===== src/rtl/idex_stage_reg.sv =====
// ID/EX pipeline stage register: valid/ready handshake, 2-entry skid buffer, flush-to-bubble.
// Optional idle-cycle counter (bubble_cnt/bubble_clr) is enabled by defining IDEX_BUBBLE_CNT_EN.
module idex_stage_reg #(
    parameter int                 DATA_W    = 16,
    parameter int                 OP_W      = 4,
    parameter logic [DATA_W-1:0]  NOP_INSTR = DATA_W'(16'h0000),
    parameter logic [OP_W-1:0]    NOP_ALUOP = OP_W'(4'h0)
) (
    input  logic              clk,
    input  logic              rst,
    input  logic              flush,
    input  logic              in_valid,
    output logic              in_ready,
    input  logic [DATA_W-1:0] op1_in,
    input  logic [DATA_W-1:0] op2_in,
    input  logic [DATA_W-1:0] instr_in,
    input  logic [DATA_W-1:0] seimm_in,
    input  logic [DATA_W-1:0] r15_in,
    input  logic [OP_W-1:0]   aluop_in,
    output logic              out_valid,
    input  logic              out_ready,
    output logic [DATA_W-1:0] op1_out,
    output logic [DATA_W-1:0] op2_out,
    output logic [DATA_W-1:0] instr_out,
    output logic [DATA_W-1:0] seimm_out,
    output logic [DATA_W-1:0] r15_out,
    output logic [OP_W-1:0]   aluop_out
`ifdef IDEX_BUBBLE_CNT_EN
    ,
    input  logic              bubble_clr,
    output logic [15:0]       bubble_cnt
`endif
);

    localparam int NF        = 5;
    localparam int INSTR_IDX = 2;
    localparam int PAY_W     = NF * DATA_W + OP_W;

    logic [DATA_W-1:0] fld_in  [NF];
    logic [DATA_W-1:0] fld_out [NF];

    logic [PAY_W-1:0] in_pay;
    logic [PAY_W-1:0] nop_pay;

    logic             m_valid_reg, m_valid_next;
    logic             s_valid_reg, s_valid_next;
    logic [PAY_W-1:0] m_pay_reg,   m_pay_next;
    logic [PAY_W-1:0] s_pay_reg,   s_pay_next;
    logic             in_ready_reg;

    logic accept;
    logic deliver;

    assign fld_in[0] = op1_in;
    assign fld_in[1] = op2_in;
    assign fld_in[2] = instr_in;
    assign fld_in[3] = seimm_in;
    assign fld_in[4] = r15_in;

    // Payload is carried as one flat vector; ALU opcode occupies the top bits.
    generate
        for (genvar gi = 0; gi < NF; gi++) begin : g_fields
            assign in_pay[gi*DATA_W +: DATA_W]  = fld_in[gi];
            assign nop_pay[gi*DATA_W +: DATA_W] = (gi == INSTR_IDX) ? NOP_INSTR : '0;
            assign fld_out[gi]                  = m_pay_reg[gi*DATA_W +: DATA_W];
        end
    endgenerate

    assign in_pay[PAY_W-1 -: OP_W]  = aluop_in;
    assign nop_pay[PAY_W-1 -: OP_W] = NOP_ALUOP;

    assign accept  = in_valid & in_ready_reg;
    assign deliver = m_valid_reg & out_ready;

    always_comb begin
        m_valid_next = m_valid_reg;
        s_valid_next = s_valid_reg;
        m_pay_next   = m_pay_reg;
        s_pay_next   = s_pay_reg;
        if (flush) begin
            m_valid_next = 1'b0;
            s_valid_next = 1'b0;
            m_pay_next   = nop_pay;
        end else if (!m_valid_reg || deliver) begin
            // Skid entry is older than anything on the input, so it drains first.
            if (s_valid_reg) begin
                m_valid_next = 1'b1;
                m_pay_next   = s_pay_reg;
                s_valid_next = 1'b0;
            end else if (accept) begin
                m_valid_next = 1'b1;
                m_pay_next   = in_pay;
            end else begin
                m_valid_next = 1'b0;
                m_pay_next   = nop_pay;
            end
        end else if (accept) begin
            s_valid_next = 1'b1;
            s_pay_next   = in_pay;
        end
    end

    always_ff @(posedge clk) begin
        if (rst) begin
            m_valid_reg  <= 1'b0;
            s_valid_reg  <= 1'b0;
            m_pay_reg    <= nop_pay;
            s_pay_reg    <= '0;
            in_ready_reg <= 1'b1;
        end else begin
            m_valid_reg  <= m_valid_next;
            s_valid_reg  <= s_valid_next;
            m_pay_reg    <= m_pay_next;
            s_pay_reg    <= s_pay_next;
            // Registered copy of the skid-empty flag: no path from out_ready to in_ready.
            in_ready_reg <= !s_valid_next;
        end
    end

    assign in_ready  = in_ready_reg;
    assign out_valid = m_valid_reg;
    assign op1_out   = fld_out[0];
    assign op2_out   = fld_out[1];
    assign instr_out = fld_out[2];
    assign seimm_out = fld_out[3];
    assign r15_out   = fld_out[4];
    assign aluop_out = m_pay_reg[PAY_W-1 -: OP_W];

`ifdef IDEX_BUBBLE_CNT_EN
    logic [15:0] bubble_cnt_reg;

    always_ff @(posedge clk) begin
        if (rst) begin
            bubble_cnt_reg <= '0;
        end else if (bubble_clr) begin
            bubble_cnt_reg <= '0;
        end else if (!m_valid_reg && bubble_cnt_reg != 16'hFFFF) begin
            bubble_cnt_reg <= bubble_cnt_reg + 16'd1;
        end
    end

    assign bubble_cnt = bubble_cnt_reg;
`endif

    a_ready_tracks_skid: assert property (@(posedge clk) disable iff (rst)
        in_ready_reg == !s_valid_reg);

    a_stall_stable: assert property (@(posedge clk) disable iff (rst)
        (m_valid_reg && !out_ready && !flush) |=> $stable(m_pay_reg));

endmodule


===== config.mk =====
export PLATFORM = sky130hd
export DESIGN_NAME = idex_stage_reg
export DESIGN_NICKNAME = d
export VERILOG_FILES = /design/src/rtl/idex_stage_reg.sv
export SDC_FILE = /design/constraint.sdc
export NUM_CORES = 1
export LEC_CHECK = 0
export ABC_CLOCK_PERIOD_IN_PS = 1350
export CORE_UTILIZATION = 40
export CTS_CLUSTER_DIAMETER = 30
export CTS_CLUSTER_SIZE = 28
export DETAILED_ROUTE_END_ITERATION = 16
export PLACE_DENSITY = 0.71
export SETUP_SLACK_MARGIN = 0.02
export SYNTH_ARGS = -nofsm -noshare
export SYNTH_HDL_FRONTEND = slang
export SYNTH_SLANG_ARGS = --single-unit

===== constraint.sdc =====
create_clock -name clk -period 1.35 [get_ports clk]
set_clock_uncertainty 0.1 [all_clocks]
set_input_delay 0.27 -clock clk [delete_from_list [all_inputs] [get_ports clk]]
set_output_delay 0.27 -clock clk [all_outputs]
set_load 0.02 [all_outputs]

# [Word level (Yosys, flattened, before mapping)]
# Cells that the tools add are included.
[totals] wordCells=21 regBits=171 out_inout_bits=86 in_bits=89
[op_classes] n_bitwise=4 n_reduce_logical=5 n_mux=7
[op_table] operator="84-bit two-way mux" count=2
[op_table] operator="1-bit two-way mux" count=5
[op_table] operator="3-bit AND reduction" count=1
[op_table] operator="1-bit AND" count=2
[op_table] operator="1-bit logical NOT" count=2
[op_table] operator="1-bit NOT" count=2
[op_table] operator="2-bit OR reduction" count=1
[op_table] operator="1-bit logical OR" count=1

# [Longest topological paths before layout]
[depth] word_depth=5 depth_mapped=6 mapped_depth_nobuf=3

# [Worst setup path after synthesis]
# No wires, ideal clock.
[synth_path] path_kind="reg-to-reg" startpoint="register m_valid_reg (netlist: out_valid)" endpoint="register s_pay_reg[23]" synth_period_minus_slack_ns=1.553 arrival_time_ns=1.382 stages_incl_launch_ff=7 t_required_ns=1.178 setup_ns=0.072 path_slack_ns=-0.203 cell_sequence="dfxtp_1 > nand2b_1 > buf_2 > nor3_2 > buf_4 > buf_6 > mux2i_1"
[synth_via] elab_chain_len=4 word_cells_on_any_way=5 cone_classes="bitwise (2); reduce/logical (3)"
[synth_lines] item="from (decl)" line_no="45" rtl="logic m_valid_reg, m_valid_next;"
[synth_lines] item="from (signal assigned)" line_no="111" rtl="m_valid_reg <= m_valid_next;"
[synth_lines] item="1-bit AND / 1-bit logical NOT (equally long branches)" line_no="73, 84"
[synth_lines] item="1-bit logical OR (*)" line_no="84" rtl="end else if (!m_valid_reg || deliver) begin"
[synth_lines] item="1-bit NOT (no source line) (*)"
[synth_lines] item="3-bit AND reduction (no source line) (*)"
[synth_lines] item="to (signal assigned)" line_no="114" rtl="s_pay_reg <= s_pay_next;"
[synth_lines] item="to (decl)" line_no="48" rtl="logic [PAY_W-1:0] s_pay_reg, s_pay_next;"
# Every way passes the cells marked *; elsewhere a longest branch is shown, timed or not.
# A chain may end at the register's enable or synchronous reset.

# [Worst setup path after layout]
[layout_path] startpoint="register m_valid_reg (netlist: out_valid)" endpoint="register s_pay_reg[22]"
# Same word-level chain as after synthesis.

==> metrics.json <==
{
  "crit_path_max_fanout": {"value": 5},
  "core_area": {"value": 19000, "unit": "µm²"},
  "preCtsSetupSlack": {"value": -0.589, "unit": "ns"},
  "htree_levels": {"value": 4},
  "number_of_pins_with_negative_max_slew_slack_in_the_final_report": {"value": 0},
  "synth.top_cells.by_area": {"value": "sky130_fd_sc_hd__dfxtp_1 (44%), sky130_fd_sc_hd__mux2i_1 (20%), sky130_fd_sc_hd__nand2b_1 (13%)"},
  "drt-wirelength-per-cell": {"value": 16.5, "unit": "µm"},
  "final.fill_count": {"value": 1596},
  "num_rows": {"value": 50},
  "post_route_standard_cell_area_excluding_fillers": {"value": 11200, "unit": "µm²"},
  "final_antenna_net_count": {"value": 0},
  "synth.avg_cell_area": {"value": 10.4, "unit": "µm²"},
  "drive_above_1_share": {"value": 33.4, "unit": "%"},
  "floorplan.die.height": {"value": 142, "unit": "µm"},
  "leakage": {"value": 4.24, "unit": "nW"},
  "width_of_the_chip": {"value": 142, "unit": "µm"},
  "synth.largest_area_cell": {"value": "sky130_fd_sc_hd__dfxtp_1"},
  "drt_first_iter_violations": {"value": 239},
  "ff_latch_area": {"value": 3470, "unit": "µm²"},
  "routed-via-count": {"value": 6032},
  "critical_path.startpoint_type": {"value": "flop"},
  "p_per_cell_area": {"value": 1030, "unit": "nW/µm²"},
  "synth_seq_area_share": {"value": 43.6, "unit": "%"},
  "drc_errors": {"value": 0},
  "yosys_register_bits": {"value": 171},
  "gp_congestion": {"value": 0.721},
  "timing.final.crit_period": {"value": 1.50, "unit": "ns"},
  "area_growth_syn_to_layout": {"value": 42.6, "unit": "%"},
  "postCtsHoldBufs": {"value": 0},
  "routed_wirelength": {"value": 20.2, "unit": "mm"},
  "dp_hpwl": {"value": 12.4, "unit": "mm"},
  "layout.nets": {"value": 1037},
  "numCtsBuffers": {"value": 17},
  "synth.cell_area": {"value": 7860, "unit": "µm²"},
  "vias_per_cell": {"value": 4.94},
  "syn_inst": {"value": 753},
  "dp_cells": {"value": 1165},
  "cts_num_sinks": {"value": 171},
  "finalWorstSetupSlack": {"value": -0.151, "unit": "ns"},
  "antenna_found_initial": {"value": 1},
  "max_cap_violations": {"value": 0},
  "worstMarginPinSlew": {"value": 0.434, "unit": "ns"},
  "final_util": {"value": 59.1, "unit": "%"},
  "fmaxAchievable": {"value": 0.666, "unit": "GHz"},
  "worstHoldPathType": {"value": "in -> reg"},
  "violated_checks": {"value": "setup timing"},
  "timing_hold_violations_final": {"value": 0},
  "vias_in_the_first_global_route": {"value": 5921},
  "finalSetupViolations": {"value": 155},
  "status": {"value": "finished with violations"},
  "start_util": {"value": 41.5, "unit": "%"},
  "final_worst_path_period_share": {"value": 111, "unit": "%"},
  "synthesis.nets": {"value": 842},
  "rsz_0062_raised_after_global_routing": {"value": "yes"},
  "port_buffers": {"value": 174},
  "critical_path_arrival": {"value": 1.74, "unit": "ns"},
  "die_area": {"value": 20200, "unit": "µm²"},
  "ys_warn_count": {"value": 0},
  "layoutNonFillerInstCount": {"value": 1222},
  "multi_input_area": {"value": 4250, "unit": "µm²"},
  "cts_buffer_depth": {"value": 2},
  "first_pass_grt_wire_length": {"value": 29.8, "unit": "mm"},
  "setup.worst_path.class": {"value": "reg -> reg"},
  "yosysTopAreaCellShare": {"value": 43.6, "unit": "%"},
  "slew-limit-headroom": {"value": 71.0, "unit": "%"},
  "netlist-cell-type-count": {"value": 21},
  "globalRoute.totalOverflow": {"value": 0},
  "vdd.ir_drop.worst": {"value": 0.000851, "unit": "V"},
  "num_io_pins": {"value": 175},
  "grt_usage": {"value": 18.7, "unit": "%"},
  "end_kind": {"value": "flop"},
  "critPathRequiredTime": {"value": 1.59, "unit": "ns"},
  "cts.root.buffer_cell": {"value": "sky130_fd_sc_hd__clkbuf_16"},
  "clk_pin_slew_worst_paths": {"value": 0.06, "unit": "ns"},
  "place_area": {"value": 10200, "unit": "µm²"},
  "detail_route.first_pass.iterations": {"value": 4},
  "tritoncts": {"value": "done"},
  "largest_net_degree_at_the_start_of_global_routing": {"value": 91},
  "clock_insertion_delay_at_the_later_pin_of_the_skew_report": {"value": 0.42, "unit": "ns"}
}
-- layout make-up --
| cell class | instances | area share, % |
|---|---|---|
| multi-input combinational | 515 | 37.9 |
| timing repair buffer | 241 | 22.9 |
| sequential | 171 | 30.9 |
| inverter | 2 | 0.0670 |
| tap | 260 | 2.90 |
| antenna | 1 | 0.0223 |
| clock buffer | 18 | 3.92 |
| clock inverter | 14 | 1.29 |
-- routing by layer --
metal | vias up | GRT usage (%) | wire length, µm
met5 | - | 0 | 0
met4 | 0 | 6.85 | 259
met3 | 18 | 3.20 | 655
met2 | 127 | 31.3 | 9680
met1 | 2902 | 23.9 | 9600
li1 | 2985 | - | -
-- cells in the mapped netlist (all sizes together) --
library cell / n
nor2: 84
a21oi: 1
nor2b: 1
clkbuf: 30
a21o: 1
mux2i: 156
nor3: 13
a221oi: 12
nand2b: 169
dfxtp: 171
nand2: 1
or3: 1
or2: 1
and3b: 1
buf: 37
a211oi: 72
inv: 2
-- cells by family (layout without fill, tap and decap cells) --
kind of cell | after synthesis | in the layout | synth area share, %
DFF | 171 | 171 | 43.6
muxes | 156 | 156 | 19.9
and+or+nand+nor | 271 | 271 | 18.8
AOI/OAI and AO/OA | 86 | 88 | 12.8
other | 0 | 1 | 0
buffers and inverters | 69 | 275 | 5.06
-- worst max-delay path, stage by stage (launching register included) --
cell	delay, ns
sky130_fd_sc_hd__dfxtp_4	0.37
sky130_fd_sc_hd__nand2b_4	0.10
sky130_fd_sc_hd__nor3_4	0.25
sky130_fd_sc_hd__buf_4	0.21
sky130_fd_sc_hd__buf_4	0.17
sky130_fd_sc_hd__mux2i_1	0.22
-- power by group --
part           leakage [nW]  total (W)  switching, W  internal, W
Clock                 0.279    0.00490       0.00212      0.00278
Combinational          2.56    0.00138      0.000643     0.000735
Sequential             1.40    0.00522     0.0000655      0.00515
-- metrics by stage --
stage	hold WS (ns)	power [W]	TNS (ns)
after floorplan	0.325	0.00596	-4.94
after global placement	0.357	0.00659	-73.82
after detailed placement	0.365	0.00661	-80.52
after CTS	0.268	0.0115	-18.55
after global routing	0.242	0.0119	-24.17
final	0.235	0.0115	-11.06
-- timing repair --
item	CTS	global route
cloned	3	13
resized for setup	378	112
endpoints found under the setup margin	254	215
buffers inserted	2	8
endpoints found under the hold margin	0	0
pin swaps	0	4
-- placed cells by master (no fill, tap or decap), types with 2 or more instances in the layout --
cell                              count
sky130_fd_sc_hd__a211oi_2            72
sky130_fd_sc_hd__a21o_4               3
sky130_fd_sc_hd__a221oi_1             2
sky130_fd_sc_hd__a221oi_2            10
sky130_fd_sc_hd__buf_12              27
sky130_fd_sc_hd__buf_16               3
sky130_fd_sc_hd__buf_2               30
sky130_fd_sc_hd__buf_4               72
sky130_fd_sc_hd__buf_6               10
sky130_fd_sc_hd__buf_8                3
sky130_fd_sc_hd__bufinv_16            2
sky130_fd_sc_hd__clkbuf_16           26
sky130_fd_sc_hd__clkdlybuf4s50_1     86
sky130_fd_sc_hd__clkinv_2             4
sky130_fd_sc_hd__clkinvlp_4           4
sky130_fd_sc_hd__dfxtp_1            140
sky130_fd_sc_hd__dfxtp_2             28
sky130_fd_sc_hd__dfxtp_4              3
sky130_fd_sc_hd__inv_6                3
sky130_fd_sc_hd__mux2i_1            156
sky130_fd_sc_hd__nand2b_1           168
sky130_fd_sc_hd__nor2_1              74
sky130_fd_sc_hd__nor2_2               4
sky130_fd_sc_hd__nor2_4               6
sky130_fd_sc_hd__nor3_1              10
sky130_fd_sc_hd__nor3_2               2
-- worst paths after layout --
| path | from | slack [ns] | cells after the start | to |
|---|---|---|---|---|
| setup / recovery | out_valid$_SDFFE_PP0P_ | -0.15 | 5 | s_pay_reg[22]$_SDFFE_PP0P_ |
| hold / removal | rst | 0.23 | 4 | m_pay_reg[17]$_SDFFE_PP0P_ |
| setup reg to reg | out_valid$_SDFFE_PP0P_ | -0.15 | 5 | s_pay_reg[22]$_SDFFE_PP0P_ |
| hold reg to reg | s_pay_reg[17]$_SDFFE_PP0P_ | 0.37 | 2 | s_pay_reg[17]$_SDFFE_PP0P_ |
(Power assumes the default switching activity.)
==> RTL change 1, RTL diff (same settings) <==
Add a define of `IDEX_BUBBLE_CNT_EN`.
--- a/src/rtl/idex_stage_reg.sv
+++ b/src/rtl/idex_stage_reg.sv
@@ -2,2 +2,4 @@
 // Optional idle-cycle counter (bubble_cnt/bubble_clr) is enabled by defining IDEX_BUBBLE_CNT_EN.
+`define IDEX_BUBBLE_CNT_EN
+
 module idex_stage_reg #(
Interface: changed (added bubble_clr and bubble_cnt); port bits go from 175 to 192. No check against the original RTL was run, so the function may have changed too.
==> RTL change 1 against the unedited design <==
  * Sequential share of layout area is 1.3 points higher
  * Total power is 7.5% higher
  * Final cell count is 9.4% higher
  * Sequential cell count is 16 higher
  * Largest power group unchanged
  * Wire length is 28% higher
  * Cell area is 5.4% higher
  * The flow still finishes with violations (negative setup slack)
  * Highest routed layer unchanged
  * Area after synthesis is 8.5% lower
  * Utilization is 8.7 points higher
  * Setup slack worse by 67 ps
==> RTL change 1: results (changes against the unedited design) <==
| Metric | Value |
|---|---|
| Wire length per cell | 19.3 um (+17%) |
| Seq area share | 32.3% (+1.3 points) |
| Post-synthesis xor/xnor area fraction | 0.122% (+0.12 points) |
| Placed Instance Area | 9880 sq um (-3.0%) |
| CP max stage delay | 390 ps (+20 ps) |
| Setup WS post-layout | -218 ps (-66.5 ps) |
| Vias per cell | 5.70 (+15%) |
| Antenna cells | 0 (-1) |
| Hpwl dp | 13600 um (+9.5%) |
| Seq cells | 187 (+9.4%) |
| Mux cell area share after synthesis | 0.139% (-20 points) |
| Iteration-0 DRC Markers | 511 (+110%) |
| Synth unique cells | 40 (+90%) |
| Sw Share | 25.0% (+0.45 points) |
| Finish-stage setup viols | 176 (+14%) |
| Status | complete, but fails checks |
| Post-synthesis adder-cell area fraction | 0.174% (+0.17 points) |
| Worst slew pin tran | 536 ps (+101 ps) |
| Post-synthesis compound-gate area fraction | 18.5% (+5.7 points) |
| Mapped Cells | 858 (+14%) |
| Clock Buffer Count | 17 (-1) |
| Top area cells in the synthesized netlist | dfxtp_1 52%, a221oi_1 10%, nand2_1 9.2%, a21oi_1 6.6%, nor3_1 6.1% |
| Top post-synthesis cells by count | 187 x dfxtp_1, 176 x nand2_1, 95 x a21oi_1, 91 x nor2_1, 88 x nor3_1 |
| Clk pwr share | 42.4% (-0.2 points) |
| Violated checks | negative setup slack |
| Inverters | 5 (+3) |
| Arrival time at the worst endpoint | 1760 ps (+20 ps) |
| Largest net degree at the start of global routing | 85 (-6.6%) |
| Pre-CTS setup slack | -596 ps (-6.66 ps) |
| PortBufs | 191 (+9.8%) |
| P_comb | 1.45 mW (+5%) |
-- RTL change 1: metal layers --
| metal | vias to the layer above | track usage (%) | share of wire (%) |
|---|---|---|---|
| met3 | 60 | 4.59 | 6.4 |
| li1 | 3559 | - | - |
| met4 | 0 | 9.14 | 2.9 |
| met1 | 3690 | 30.4 | 41 |
| met2 | 310 | 39.8 | 50 |
| met5 | - | 0 | 0 |
-- RTL change 1: stage by stage --
step	TNS (ps)	hold slack [ps]
2_1_floorplan	-16890	306
3_3_place_gp	-87170	337
3_5_place_dp	-90830	346
4_1_cts	-15300	103
5_1_grt	-31700	120
6_report	-21110	106
-- RTL change 1: final timing paths --
check,end,cells past startpoint,from,slack (ps)
worst max-delay path,s_pay_reg[12],6,out_valid,-220
worst min-delay path,bubble_cnt[2],4,rst,110
worst max register to register,s_pay_reg[12],6,out_valid,-220
worst min register to register,s_pay_reg[53],2,s_pay_reg[53],360
-- RTL change 1: worst min-delay path: stages --
cell and delay (ps):
buf_2 130, nor2_1 60, o21ai_0 70, a31oi_1 50
==> RTL change 2, RTL diff (same flow settings) <==
Made on the original files. Change the parameter `DATA_W` from 16 to 32.
--- a/src/rtl/idex_stage_reg.sv
+++ b/src/rtl/idex_stage_reg.sv
@@ -3,3 +3,3 @@
 module idex_stage_reg #(
-    parameter int                 DATA_W    = 16,
+    parameter int                 DATA_W    = 32,
     parameter int                 OP_W      = 4,
Ports: changed (10 resized); port bits go from 175 to 335. The function was not compared with the original's and may differ.
==> RTL change 2 against the unedited design <==
  * The run still ends with negative setup slack left
  * Global-route usage grew 2.4 points
  * Wire length grew 130%
  * Combinational power grew 98%
  * Largest power group is now clock
  * Setup slack lost 63 ps
  * Sequential cell count grew 160
  * Area after synthesis grew 88%
  * Register-to-register slack lost 30 ps
  * Total power grew to 2.8 times the old value
  * Critical endpoint is now in_ready
  * Utilization grew 7.0 points
  * Cell area grew 120%
==> RTL change 2: results (changes against the unedited design) <==
| Metric | Value |
|---|---|
| Sequential cell area fraction in the yosys report | 44.8% (+1.3 points) |
| Top delay family on crit path | flip-flops |
| Number of global-route vias before repair | 12.3k (+110%) |
| Fin cells | 2447 (+100%) |
| Area grow syn2layout | 63.3% |
| Worst hold margin | 173 ps (-62.0 ps) |
| CP max stage delay | 350 ps (-20 ps) |
| Mean Syn Cell Area | 10.2 sq um (-2.6%) |
| Worst slew pin tran | 665 ps (+231 ps) |
| Status | complete, but fails checks |
| Synth Net Count | 1624 (+93%) |
| Nets | 2088 (+100%) |
| Initial DRT Pass Iterations | 5 (+1) |
| Clock Buffer Count | 97 (+79) |
| Multi-input gate share of the layout cell area | 32.9% (-5.1 points) |
| TritonCTS Buffers | 76 (+59) |
| Routed wire length | 46200 um (+130%) |
| Finish-stage setup viols | 477 (+210%) |
| Vias per cell | 5.13 (+3.8%) |
| Top post-synthesis cells by count | 331 x dfxtp_1, 329 x nand2b_1, 316 x mux2i_1, 164 x nor2_1, 83 x a211oi_1 |
| Placed Instances | 2188 (+88%) |
| Setup WS post-layout | -214 ps (-62.6 ps) |
| Clock tree buffer depth | 3 (+1) |
| Reg2reg end | s_pay_reg[96] |
| Worst Path Max Fanout | 4 (-1) |
| Hpwl dp | 25700 um (+110%) |
| Hold worst-path end | m_pay_reg[150] |
| Final clock-cell share | 11.4% (+6.2 points) |
| NonClk Buf Share | 24.9% (+2.0 points) |
| Reg-to-reg slack, setup | -180 ps (-30 ps) |
| Placed Instance Area | 19000 sq um (+86%) |
| Mapped cell area | 14800 sq um (+88%) |
| Post-synthesis compound-gate area fraction | 10.8% (-1.9 points) |
| VDD IR max | 0.00126 V (+48%) |
| Pre-CTS setup slack | -719 ps (-129 ps) |
| Fraction of layout cells with a size suffix above 1 | 39.7% (+6.3 points) |
| Fill cells | 2657 (+66%) |
| Tot GR Track Use | 21.0% (+2.4 points) |
| PortBufs | 334 (+92%) |
| Htree depth | 3 (-1) |
| Violated checks | negative setup slack |
| P_leak | 9.38 nW (+120%) |
| Seq area share | 28.4% (-2.6 points) |
[RTL change 2: cell count changes in the layout (fill, tap and decap cells not counted), moves of 28 or more]
| cell | change |
|---|---|
| buf_6 | +166 |
| buf_4 | +28 |
| a211oi_1 | +45 |
| dfxtp_2 | +135 |
| clkbuf_16 | +75 |
| buf_2 | -30 |
| nand2b_1 | +160 |
| a211oi_2 | +34 |
| nor2_1 | +90 |
| clkdlybuf4s50_1 | +81 |
| mux2i_1 | +138 |
[RTL change 2: power by group]
part | internal, mW | switching, mW | total, mW
clock | 13.8 | 5.85 | 19.6
sequential | 10.0 | 0.160 | 10.2
combinational | 1.49 | 1.24 | 2.73
[RTL change 2: timing repair]
action,in CTS,in global routing
buffers inserted,33,57
cloned,3,28
pin swaps,4,23
resized for setup,1164,102
setup endpoints to repair,494,494
[RTL change 2: metal layers]
metal  global-route usage [%]  vias up  wire (um)
met5                        0        -          0
met4                     11.4        0       1780
met3                     4.97      119       2140
met2                     34.8      350      22600
met1                     25.1     6118      19700
li1                         -     5954          -
